$ cat config.mk
export PLATFORM = sky130hd
export DESIGN_NAME = alu_issue
export DESIGN_NICKNAME = d
export VERILOG_FILES = /design/src/rtl/alu_issue_pkg.sv /design/src/rtl/alu_issue_register_file.sv /design/src/rtl/alu_issue.sv
export SDC_FILE = /design/constraint.sdc
export NUM_CORES = 1
export LEC_CHECK = 0
export CAP_MARGIN = 10
export CORE_UTILIZATION = 30
export CTS_CLUSTER_SIZE = 20
export DETAILED_ROUTE_END_ITERATION = 7
export GPL_ROUTABILITY_DRIVEN = 0
export MAX_ROUTING_LAYER = met4
export PLACE_DENSITY = 0.46
export SYNTH_ARGS = -nofsm -noshare
export SYNTH_HDL_FRONTEND = slang
export SYNTH_SLANG_ARGS = --single-unit
$ cat constraint.sdc
create_clock -name i_clk -period 3.7 [get_ports i_clk]
set_clock_uncertainty 0.2 [all_clocks]
set_input_delay 0.74 -clock i_clk [delete_from_list [all_inputs] [get_ports i_clk]]
set_output_delay 0.74 -clock i_clk [all_outputs]
set_load 0.02 [all_outputs]
$ cat src/rtl/alu_issue_pkg.sv
// Shared definitions for the alu_issue slice: ALU opcodes, SREG bit
// positions, issue FSM states and the instruction classifier.
package alu_issue_pkg;

    // ALU operation codes carried in instr[13:10].
    localparam logic [3:0] OP_CPC  = 4'b0001;
    localparam logic [3:0] OP_SBC  = 4'b0010;
    localparam logic [3:0] OP_ADD  = 4'b0011;
    localparam logic [3:0] OP_CPSE = 4'b0100;
    localparam logic [3:0] OP_CP   = 4'b0101;
    localparam logic [3:0] OP_SUB  = 4'b0110;
    localparam logic [3:0] OP_ADC  = 4'b0111;
    localparam logic [3:0] OP_AND  = 4'b1000;
    localparam logic [3:0] OP_EOR  = 4'b1001;
    localparam logic [3:0] OP_OR   = 4'b1010;
    localparam logic [3:0] OP_MOV  = 4'b1011;

    // SREG bit indices.
    localparam int SREG_H = 5;
    localparam int SREG_S = 4;
    localparam int SREG_V = 3;
    localparam int SREG_N = 2;
    localparam int SREG_Z = 1;
    localparam int SREG_C = 0;

    typedef enum logic [1:0] {
        ST_IDLE = 2'b00,
        ST_EXEC = 2'b01,
        ST_WAIT = 2'b10
    } state_t;

    typedef enum logic [1:0] {
        CLS_NOP     = 2'b00,
        CLS_ALU     = 2'b01,
        CLS_ILLEGAL = 2'b10
    } instr_class_t;

    // Sort an instruction word into NOP, a two-register ALU op, or illegal.
    function automatic instr_class_t classify(input logic [15:0] instr);
        instr_class_t cls;
        if (instr == 16'h0000) begin
            cls = CLS_NOP;
        end else if ((instr[15:12] == 4'b0000) && (instr[11:10] != 2'b00)) begin
            cls = CLS_ALU;
        end else if ((instr[15:12] == 4'b0001) || (instr[15:12] == 4'b0010)) begin
            cls = CLS_ALU;
        end else begin
            cls = CLS_ILLEGAL;
        end
        return cls;
    endfunction

    // Compares (CP, CPC, CPSE) only update flags; everything else writes Rd.
    function automatic logic op_writes_rd(input logic [3:0] op);
        logic wr;
        case (op)
            OP_CP, OP_CPC, OP_CPSE: wr = 1'b0;
            default:                wr = 1'b1;
        endcase
        return wr;
    endfunction

endpackage

$ cat src/rtl/alu_issue_register_file.sv
// 32x8 register file.
// Ports: clk/rst_n (async active-low clear of all entries), two combinational
// read ports (a, b), a combinational debug read port, one synchronous write port.
module register_file (
    input  logic       clk,
    input  logic       rst_n,
    input  logic [4:0] rd_addr_a,
    output logic [7:0] rd_data_a,
    input  logic [4:0] rd_addr_b,
    output logic [7:0] rd_data_b,
    input  logic [4:0] dbg_addr,
    output logic [7:0] dbg_data,
    input  logic       we,
    input  logic [4:0] wr_addr,
    input  logic [7:0] wr_data
);

    logic [7:0] mem_r [32];

    // Storage array: cleared on reset, single write port otherwise.
    always_ff @(posedge clk or negedge rst_n) begin
        if (!rst_n) begin
            for (int i = 0; i < 32; i++) begin
                mem_r[i] <= 8'h00;
            end
        end else if (we) begin
            mem_r[wr_addr] <= wr_data;
        end
    end

    assign rd_data_a = mem_r[rd_addr_a];
    assign rd_data_b = mem_r[rd_addr_b];
    assign dbg_data  = mem_r[dbg_addr];

endmodule

$ cat src/rtl/alu_issue.sv
// Issue / write-back stage around an external 8-bit AVR ALU.
// Accepts one two-register instruction at a time (IDLE -> EXEC [-> WAIT]),
// presents registered operands to the ALU, writes result/flags back to the
// register file and SREG, and implements the CPSE one-word skip.
// Ports: i_clk, i_reset_n (async active-low); i_instr/i_instr_valid/o_instr_ready
// handshake; o_illegal/o_skipped status pulses; o_alu_* to the ALU and
// i_alu_result/i_alu_flags back; o_sreg; debug port i_dbg_* / o_dbg_data.
module alu_issue
    import alu_issue_pkg::*;
#(
    parameter int ALU_LATENCY = 1
) (
    input  logic        i_clk,
    input  logic        i_reset_n,
    input  logic [15:0] i_instr,
    input  logic        i_instr_valid,
    output logic        o_instr_ready,
    output logic        o_illegal,
    output logic        o_skipped,
    output logic [3:0]  o_alu_operation,
    output logic [7:0]  o_alu_op1,
    output logic [7:0]  o_alu_op2,
    output logic [5:0]  o_alu_flags,
    input  logic [7:0]  i_alu_result,
    input  logic [5:0]  i_alu_flags,
    output logic [7:0]  o_sreg,
    input  logic [4:0]  i_dbg_addr,
    output logic [7:0]  o_dbg_data,
    input  logic        i_dbg_we,
    input  logic [7:0]  i_dbg_wdata
);

    state_t       state_r, state_next_s;
    logic [15:0]  instr_r;
    logic         ready_r, illegal_r, skipped_r, skip_pending_r;
    logic [3:0]   operation_r;
    logic [7:0]   op1_r, op2_r;
    logic [5:0]   sreg_r;

    logic         accept_s, wb_s, wb_alu_s, dbg_we_s;
    logic [4:0]   acc_rd_s, acc_rr_s, rd_addr_s;
    logic [7:0]   rf_rd_s, rf_rr_s, op1_in_s, op2_in_s;
    logic         rf_we_s;
    logic [4:0]   rf_waddr_s;
    logic [7:0]   rf_wdata_s;
    instr_class_t class_s;

    assign accept_s = (state_r == ST_IDLE) && i_instr_valid && ready_r;
    assign wb_s     = (state_r == ST_WAIT) || ((state_r == ST_EXEC) && (ALU_LATENCY == 0));
    assign dbg_we_s = i_dbg_we && (state_r == ST_IDLE);

    assign acc_rd_s  = i_instr[8:4];
    assign acc_rr_s  = {i_instr[9], i_instr[3:0]};
    assign rd_addr_s = instr_r[8:4];
    assign class_s   = classify(instr_r);
    assign wb_alu_s  = wb_s && (class_s == CLS_ALU) && !skip_pending_r;

    // A debug write landing on the accept edge must be seen by EXEC, so bypass it.
    assign op1_in_s = (dbg_we_s && (i_dbg_addr == acc_rd_s)) ? i_dbg_wdata : rf_rd_s;
    assign op2_in_s = (dbg_we_s && (i_dbg_addr == acc_rr_s)) ? i_dbg_wdata : rf_rr_s;

    // Debug writes only occur in IDLE and write-back never does, so they share the port.
    assign rf_we_s    = dbg_we_s || (wb_alu_s && op_writes_rd(operation_r));
    assign rf_waddr_s = dbg_we_s ? i_dbg_addr  : rd_addr_s;
    assign rf_wdata_s = dbg_we_s ? i_dbg_wdata : i_alu_result;

    register_file u_rf (
        .clk       (i_clk),
        .rst_n     (i_reset_n),
        .rd_addr_a (acc_rd_s),
        .rd_data_a (rf_rd_s),
        .rd_addr_b (acc_rr_s),
        .rd_data_b (rf_rr_s),
        .dbg_addr  (i_dbg_addr),
        .dbg_data  (o_dbg_data),
        .we        (rf_we_s),
        .wr_addr   (rf_waddr_s),
        .wr_data   (rf_wdata_s)
    );

    // Issue FSM next-state logic.
    always_comb begin
        state_next_s = state_r;
        case (state_r)
            ST_IDLE: begin
                if (accept_s) begin
                    state_next_s = ST_EXEC;
                end else begin
                    state_next_s = ST_IDLE;
                end
            end
            ST_EXEC: begin
                if (ALU_LATENCY == 0) begin
                    state_next_s = ST_IDLE;
                end else begin
                    state_next_s = ST_WAIT;
                end
            end
            ST_WAIT: state_next_s = ST_IDLE;
            default: state_next_s = ST_IDLE;
        endcase
    end

    // FSM state, handshake and status pulse registers.
    always_ff @(posedge i_clk or negedge i_reset_n) begin
        if (!i_reset_n) begin
            state_r   <= ST_IDLE;
            ready_r   <= 1'b0;
            illegal_r <= 1'b0;
            skipped_r <= 1'b0;
        end else begin
            state_r   <= state_next_s;
            ready_r   <= (state_next_s == ST_IDLE);
            illegal_r <= wb_s && !skip_pending_r && (class_s == CLS_ILLEGAL);
            skipped_r <= wb_s && skip_pending_r;
        end
    end

    // Instruction and operand capture at accept; held through write-back.
    always_ff @(posedge i_clk or negedge i_reset_n) begin
        if (!i_reset_n) begin
            instr_r     <= 16'h0000;
            operation_r <= 4'h0;
            op1_r       <= 8'h00;
            op2_r       <= 8'h00;
        end else if (accept_s) begin
            instr_r     <= i_instr;
            operation_r <= i_instr[13:10];
            op1_r       <= op1_in_s;
            op2_r       <= op2_in_s;
        end
    end

    // SREG flag write-back and CPSE skip tracking.
    always_ff @(posedge i_clk or negedge i_reset_n) begin
        if (!i_reset_n) begin
            sreg_r         <= 6'h00;
            skip_pending_r <= 1'b0;
        end else if (wb_s) begin
            if (wb_alu_s) begin
                sreg_r <= i_alu_flags;
            end
            if (skip_pending_r) begin
                skip_pending_r <= 1'b0;
            end else if (wb_alu_s && (operation_r == OP_CPSE) && (op1_r == op2_r)) begin
                skip_pending_r <= 1'b1;
            end
        end
    end

    assign o_instr_ready   = ready_r;
    assign o_illegal       = illegal_r;
    assign o_skipped       = skipped_r;
    assign o_alu_operation = operation_r;
    assign o_alu_op1       = op1_r;
    assign o_alu_op2       = op2_r;
    assign o_alu_flags     = sreg_r;
    assign o_sreg          = {2'b00, sreg_r};

endmodule

### After elaboration in Yosys (flattened, before gate mapping)

Cells that the tools add are included.

* flip-flop bits (word level): 304
* word-level logic and storage cells: 112

* order comparisons: 5
* equality and inequality tests: 12
* multiplexer cells: 24
* bitwise gates (word level): 4
* reductions and logical operators: 25

Operators by type and width (number)
* $bwmux W256: 1
* $bmux W8 S5: 3
* $mux W8: 10
* $demux W8 S5: 1
* $ge A6 B6 Y1 const B: 4
* $not A5 Y6: 4
* $logic_not A16 Y1: 1
* $logic_and A1 B1 Y1: 15
* $eq A5 B5 Y1: 2
* $eq A4 B1 Y1 const B: 2
* $eq A4 B3 Y1 const B: 2
* $eq A8 B8 Y1: 1
* $lt A6 B1 Y1 const B: 1
* $mux W2: 3
* $mux W5: 1
* $eq A2 B1 Y1 const B: 2
* $eq A2 B2 Y1 const B: 2
* $eq A4 B2 Y1 const B: 1
* $logic_not A2 Y1: 2
* $logic_not A4 Y1: 1
* $mux W1: 4
* $pmux W2 S2: 1
* $reduce_or A3 Y1: 1
* $logic_or A1 B1 Y1: 2
* other kinds (3): 3

### Logic depth before layout (Yosys ltp)

* depth in word-level cells: 12
* gate-level depth with buffers: 8
* depth with buffers taken out: 5

### By module

From an unflattened synthesis, not the netlist that was laid out.

* cells, all modules: 1164
* area total of the unflattened synthesis: 17979.7 µm²

Modules (own cells, without submodules)
* register_file: instances 1, cells each 913, area an instance 15637.5 µm², seq. area each 6406.1 µm²
* alu_issue: instances 1, cells each 251, area an instance 2342.2 µm², seq. area each 1101.1 µm²

### Worst setup path after synthesis

Ideal clock, no wire load.

* path type: input -> output
* from: in i_dbg_addr[0]
* to: out o_dbg_data[0]
* arrival time: 2.754 ns
* required time: 2.760 ns
* setup slack: 0.006 ns
* cell stages on the path: 5
* buffers on the path: 2
* cell sequence: clkbuf_1 clkbuf_1 mux4_2 mux4_2 mux2_2

* cells in the longest elaborated chain, start to end: 4

Ends and longest elaborated chain
* start: declaration: line alu_issue.sv:27 `input logic [4:0] i_dbg_addr,`
* $not A5 Y6 (implied by the code): line alu_issue_register_file.sv:33 `assign dbg_data = mem_r[dbg_addr];`
* $bmux W8 S5: line alu_issue_register_file.sv:33
* $mux W8 (implied by the code) (2 in a row): line alu_issue_register_file.sv:33
* end: declaration: line alu_issue.sv:28 `output logic [7:0] o_dbg_data,`

Every way passes these cells. The select of a mux whose other input is x is not followed.

### Worst setup path in the final report

* from: in i_dbg_addr[0]
* to: out o_dbg_data[6]

Same word-level chain as after synthesis.

==> impl_metrics.csv <==
group,metric,value,unit
run_status,status,"finished with violations",
run_status,violations,"design-rule violations",
drt,dr.pass1.iters,8,
synth,synth_top_area_share,41.6,%
synth,yosys_warnings,0,
global_routing,grt_pass1_vias,12700,
synth,syn_area,0.0180,sq mm
setup_path,crit_path_start,"i_dbg_addr[0]",
drt,wl_per_cell,29.7,um
synth,synth.top_cells.by_area,"dfrtp_1 42%, mux4_2 28%, mux2_2 17%",
synth,synth.largest_area_cell,"dfrtp_1",
sta,fin_crit,3670,ps
cells_and_area,nets,1430,
setup_path,cp_num_buf_inv,3,
setup_path,cp_data_required_time,2760,ps
placed_design,place_inst,2108,
setup_path,crit_top_cell,"mux4_2",
drt,drc,31,
synth,synth_commonest_cells,"300 x dfrtp_1, 272 x mux2_2, 227 x mux4_2",
sta,final_hold_viol_count,0,
sta,finalSetupViolCount,0,
pwr,p_per_area,707,mW/mm^2
hold_path,hold_class,"reg -> reg",
setup_path,crit_type,"in -> out",
job,cap_violations,0,
sta,fmax,0.272,GHz
floorplanning,ioPinCount,92,
cells_and_area,layout-drive-gt1-share,53.0,%
synth,syn_area_per_cell,14.8,sq um
setup_path,rr_startpoint,"instr_r[13]",
pwr,peakVddDrop,0.000265,V
synth,synth.most_common_cell,"dfrtp_1",
synth,yosysUniqueCellTypes,52,
clock_tree,cts_buffers,39,
drt,postRouteWirelength,64900,um
placed_design,hpwlAfterDp,46300,um
floorplanning,rows,89,
drt,viasPerCell,5.69,
sta,slew_viol_final,0,
setup_path,worst_path_max_delay_cell,"mux4_2",
sta,relSlewSlack,40.2,%
pwr,power_leakage,9.36,nW
synth,synthCells,1216,
floorplanning,fp.coreArea,0.0592,sq mm
global_routing,grt_start_max_net_pins,94,
hold_path,worstHoldStart,"instr_r[3]",
synth,synthFlopType,"dfrtp_1",
cells_and_area,area.growth.synth_to_final,22.9,%
global_routing,grt-ovfl-total,0,
cells_and_area,n_fill_cell,5636,
synth,synth-edff-count,0,
setup_path,cp_max_fo,9,
setup_path,worstPathArrival,2730,ps
global_routing,grt_pass1_wl,95000,um
floorplanning,die-area,0.0611,sq mm
synth,yosysSeqAreaShare,41.6,%
global_routing,grtUsageTotal,22.4,%
floorplanning,initial_core_util,30.4,%
clock_tree,ctsHtreeMaxLevel,2,
drt,drt_iter0_drc,1186,
cells_and_area,instances_no_fill,2186,
clock_tree,clk_latency,580,ps
clock_tree,cts_tree,"done",
cells_and_area,diodes,0,
setup_path,cp_slowest_stage_delay,500,ps
clock_tree,cts.clk_slew.worst_paths,50,ps
pwr,total_power,15.7,mW
floorplanning,die-height,247,um
setup_path,end_kind,"output pin",
clock_tree,cts_sinks,300,
setup_path,crit_family,"multiplexers",
synth,async_reset_ff_share,100,%
synth,ys_seq_elements,300,
floorplanning,die_w,247,um
clock_tree,cts.root.buffer_cell,"clkbuf_16",
placed_design,port_buffers,89,
sta,post-route-period-util,99.2,%
global_routing,antenna_found_initial,1,
setup_path,critPathLaunchType,"primary input",
setup_path,ff2ff_setup_slack,720,ps
clock_tree,clock_path_buffers,3,
setup_path,path_cells,"buf_16 > clkbuf_16 > mux4_2 > mux4_2 > mux2_2 > dlygate4sd2_1",
drt,ant_nets,0,
drt,num_vias,12400,
sta,tightestPinTransition,896,ps
cell usage in the layout, fill, tap and decap left out, types with 6 or more instances in the layout:
master,n
a21oi_1,7
a22oi_1,15
buf_12,23
buf_4,124
clkbuf_1,7
clkbuf_16,42
clkbuf_8,8
clkdlybuf4s50_1,72
dfrtp_1,300
mux2_1,6
mux2_2,271
mux2i_1,17
mux4_2,227
nand2_1,95
nand2b_1,18
nand3_1,12
nor2_1,21
nor2_2,14
nor2b_1,6
o21ai_0,14
xnor2_1,15
routing by layer:
| metal | vias up | GRT usage [%] | wire length, um |
|---|---|---|---|
| met3 | 94 | 3.39 | 3970 |
| li1 | 5108 | - | - |
| met4 | 0 | 5.61 | 1400 |
| met2 | 463 | 34.9 | 30700 |
| met5 | - | - | 0 |
| met1 | 6773 | 30.6 | 28800 |
report_power, final:
group          internal (mW)  switching [mW]
combinational           3.35            2.49
clock                   2.37            1.59
sequential              4.54            1.34
total                   10.3            5.42
flip-flops by register name, indices dropped and copies added (netlist names):
register and count:
o_alu_op2 8, o_illegal 1, skip_pending_r 1, state_r 2, u_rf.mem_r 256, o_instr_ready 1, instr_r 16, o_skipped 1
o_alu_op1 8, o_alu_flags 6
through the flow:
step	setup WS [ps]	TNS, ps	hold slack (ps)	instance area, sq um	util, %
floorplan	5.71	0	244	18000	-
global placement	-374	-2670	260	20700	34.9
detailed placement	-397	-2750	266	20700	34.9
CTS	-70.9	-142	280	22100	37.3
global route	-3.79	-3.79	302	22200	37.4
finish	28.7	0	277	22200	37.4
layout make-up:
class / count / area [sq um] / area share (%)
clock inverters: 16 / 189 / 0.853
flip-flops and latches: 300 / 7510 / 33.9
repair buffers: 237 / 2350 / 10.6
clock buffers: 55 / 1140 / 5.13
inverters: 6 / 22.5 / 0.102
multi-input cells: 799 / 9990 / 45.1
well taps: 773 / 967 / 4.36
worst paths after layout:
check,to,cells past startpoint
worst min-delay path,instr_r[3],2
worst max register to register,u_rf.mem_r[250],7
worst max-delay path,o_dbg_data[6],6
max in group asynchronous,u_rf.mem_r[57],3
min in group asynchronous,o_alu_flags[4],2
worst min register to register,instr_r[3],2
tightest hold or removal path: stages, from the launching register on:
cell and delay, ps:
dfrtp_1 340, nand2_1 50, nand2_1 50
kinds of logic (layout without fill, tap and decap cells):
kind of cell,after synthesis,in the layout,share of synthesized area [%]
DFF,300,300,41.6
other,1,2,0.0208
AOI/OAI and AO/OA,65,65,2.58
buffers and inverters,118,314,3.02
xor gates and xnor gates,18,18,0.875
muxes,522,522,46.7
and+or+nand+nor,192,192,5.18
repair_timing:
action	CTS	global route
endpoints found under the setup margin	8	8
resized for setup	19	13
hold buffers	1	0
buffers inserted	1	2
cloned	1	2
endpoints found under the hold margin	62	0
No activity file was read; power rests on OpenSTA's default activity.
==> RTL edit, RTL diff (config.mk and constraints unchanged) <==
The parameter `ALU_LATENCY` goes from 1 to 0.
--- a/src/rtl/alu_issue.sv
+++ b/src/rtl/alu_issue.sv
@@ -8,7 +8,7 @@
 module alu_issue
     import alu_issue_pkg::*;
 #(
-    parameter int ALU_LATENCY = 1
+    parameter int ALU_LATENCY = 0
 ) (
     input  logic        i_clk,
     input  logic        i_reset_n,
Function: changed (a bounded check fails within 4 cycles, from zero or initial values and one cycle with i_reset_n low).
==> RTL edit against the original RTL <==
- via count increased by 8.3%
- sequential power increased by 2%
- fmax about the same
- routed wire length increased by 2.0%
- area after synthesis increased by 4.0%
- total power decreased by 5.4%
- sequential cell count decreased by 1
- largest cell class unchanged
- critical path depth unchanged
- register-to-register slack improved by 0.14 ns
- final area increased by 2.4%
- setup slack improved by 0.00079 ns
- worst hold slack improved by 0.0047 ns
==> RTL edit: results (changes against the original RTL) <==
drive_gt1_frac: 0.422  # -0.108
postSynthCellCount: 1426  # +17%
instances_no_fill: 2430  # +11%
dpl_cell_area_um2: 21300  # +3.1%
n_fill_cell: 6080  # +7.9%
numCtsBuffers: 37  # -5.1%
port_buffers: 89  # unchanged
clockBufferDepth: 3  # unchanged
timing.slew.headroom: 0.382  # -0.0198
synthFlopType: "dfrtp_1"
cp_max_fo: 12  # +3
grt_pass1_wl_mm: 98.4  # +3.6%
yosys_warnings: 0  # unchanged
drt_iter0_drc: 1072  # -9.6%
leakagePower_nw: 9.90  # +5.8%
grt_pass1_vias: 14069  # +11%
final_nets: 1614  # +13%
cts_root_buffer: "clkbuf_16"
grt_max_degree: 106  # +13%
htree_levels: 2  # unchanged
synth_async_sr_flop_share: 1.00  # unchanged
grt_antenna_before_repair: 0  # -1
insertion_delay_ns: 0.56  # -0.02 ns
largestRegisters: "u_rf.mem_r x256, instr_r x16"
path_clk_slew_ns: 0.06
vias: 13470  # +8.3%
status: "finished clean"
track_usage: 0.218  # -0.00671
antenna_cells: 0  # unchanged
finalHoldViolCount: 0  # unchanged
ys_seq_area_frac: 0.399  # -0.0175
routedWlPerCell_um: 27.2  # -8.2%
firstDrtPassIters: 5  # -3
hp-class: "reg2reg"
ys_types: 57  # +9.6%
vdd_drop_max_mv: 0.351  # +32%
worstPathArrival_ns: 2.73  # about the same
synthTopCellsByArea: "dfrtp_1 (40%), mux2_2 (17%), mux4_2 (16%)"
synthTopCellsByCount: "dfrtp_1 (299), mux2_2 (280), mux2i_1 (156)"
dp_hpwl_mm: 48.3  # +4.3%
RTL edit: metrics by stage:
| step | util | worst slack (ns) |
|---|---|---|
| 6_report | 0.368 | 0.0294 |
| 5_1_grt | 0.368 | -0.0171 |
| 4_1_cts | 0.368 | -0.00391 |
| 3_5_place_dp | 0.346 | -0.405 |
| 3_3_place_gp | 0.346 | -0.397 |
| 2_1_floorplan | - | 0.307 |
RTL edit: path summary, 6_finish.rpt:
path                          startpoint              end  slack, ns  cells after the start
hold reg to reg               instr_r[9]       instr_r[9]       0.28                      2
max in group asynchronous      i_reset_n   u_rf.mem_r[78]       1.77                      3
setup / recovery           i_dbg_addr[0]    o_dbg_data[1]       0.03                      6
setup reg to reg              state_r[0]  u_rf.mem_r[195]       0.86                      5
hold / removal                instr_r[9]       instr_r[9]       0.28                      2
min in group asynchronous      i_reset_n  u_rf.mem_r[239]       0.52                      2
RTL edit: routing by layer:
metal | routed length (um) | up-vias | track usage
li1 | - | 5746 | -
met1 | 30000 | 7173 | 0.295
met2 | 30500 | 454 | 0.334
met3 | 3950 | 97 | 0.0393
met4 | 1710 | 0 | 0.0582
met5 | 0 | - | -
RTL edit: repair_timing:
item,4_1_cts,5_1_grt
pin swaps,0,0
gates cloned,1,0
resized for setup,26,3
endpoints found under the setup margin,8,5
hold buffers,1,0
setup buffers,0,0
hold endpoints to repair,52,0
RTL edit: where the power goes:
group | total [mW] | internal (mW) | leakage, nW | switching [mW]
logic | 4.88 | 2.87 | 5.37 | 2.01
clock network | 3.94 | 2.43 | 0.635 | 1.51
registers | 6.01 | 4.51 | 3.89 | 1.50
RTL edit: cells by family after synthesis:
| family | Yosys count | share of synthesized area |
|---|---|---|
| mux | 570 | 0.412 |
| buf+inv | 133 | 0.0412 |
| xor+xnor | 18 | 0.00841 |
| simple gates | 238 | 0.0765 |
| compound gates | 167 | 0.0628 |
| flops | 299 | 0.399 |
| other cells | 1 | 0.000200 |
RTL edit: critical path: stages:
cell           delay, ns
buf_12              0.15
buf_6               0.18
mux4_2              0.50
mux4_2              0.51
mux2_2              0.30
dlygate4sd2_1       0.33
RTL edit: cell type report:
class,count,area (um^2),area share
repair buffers,232,2320,0.102
inverters,2,7.51,0.000331
clock buffers,56,1120,0.0493
clock inverters,9,188,0.00827
flip-flops and latches,299,7480,0.330
well taps,837,1050,0.0462
multi-input cells,995,10500,0.464
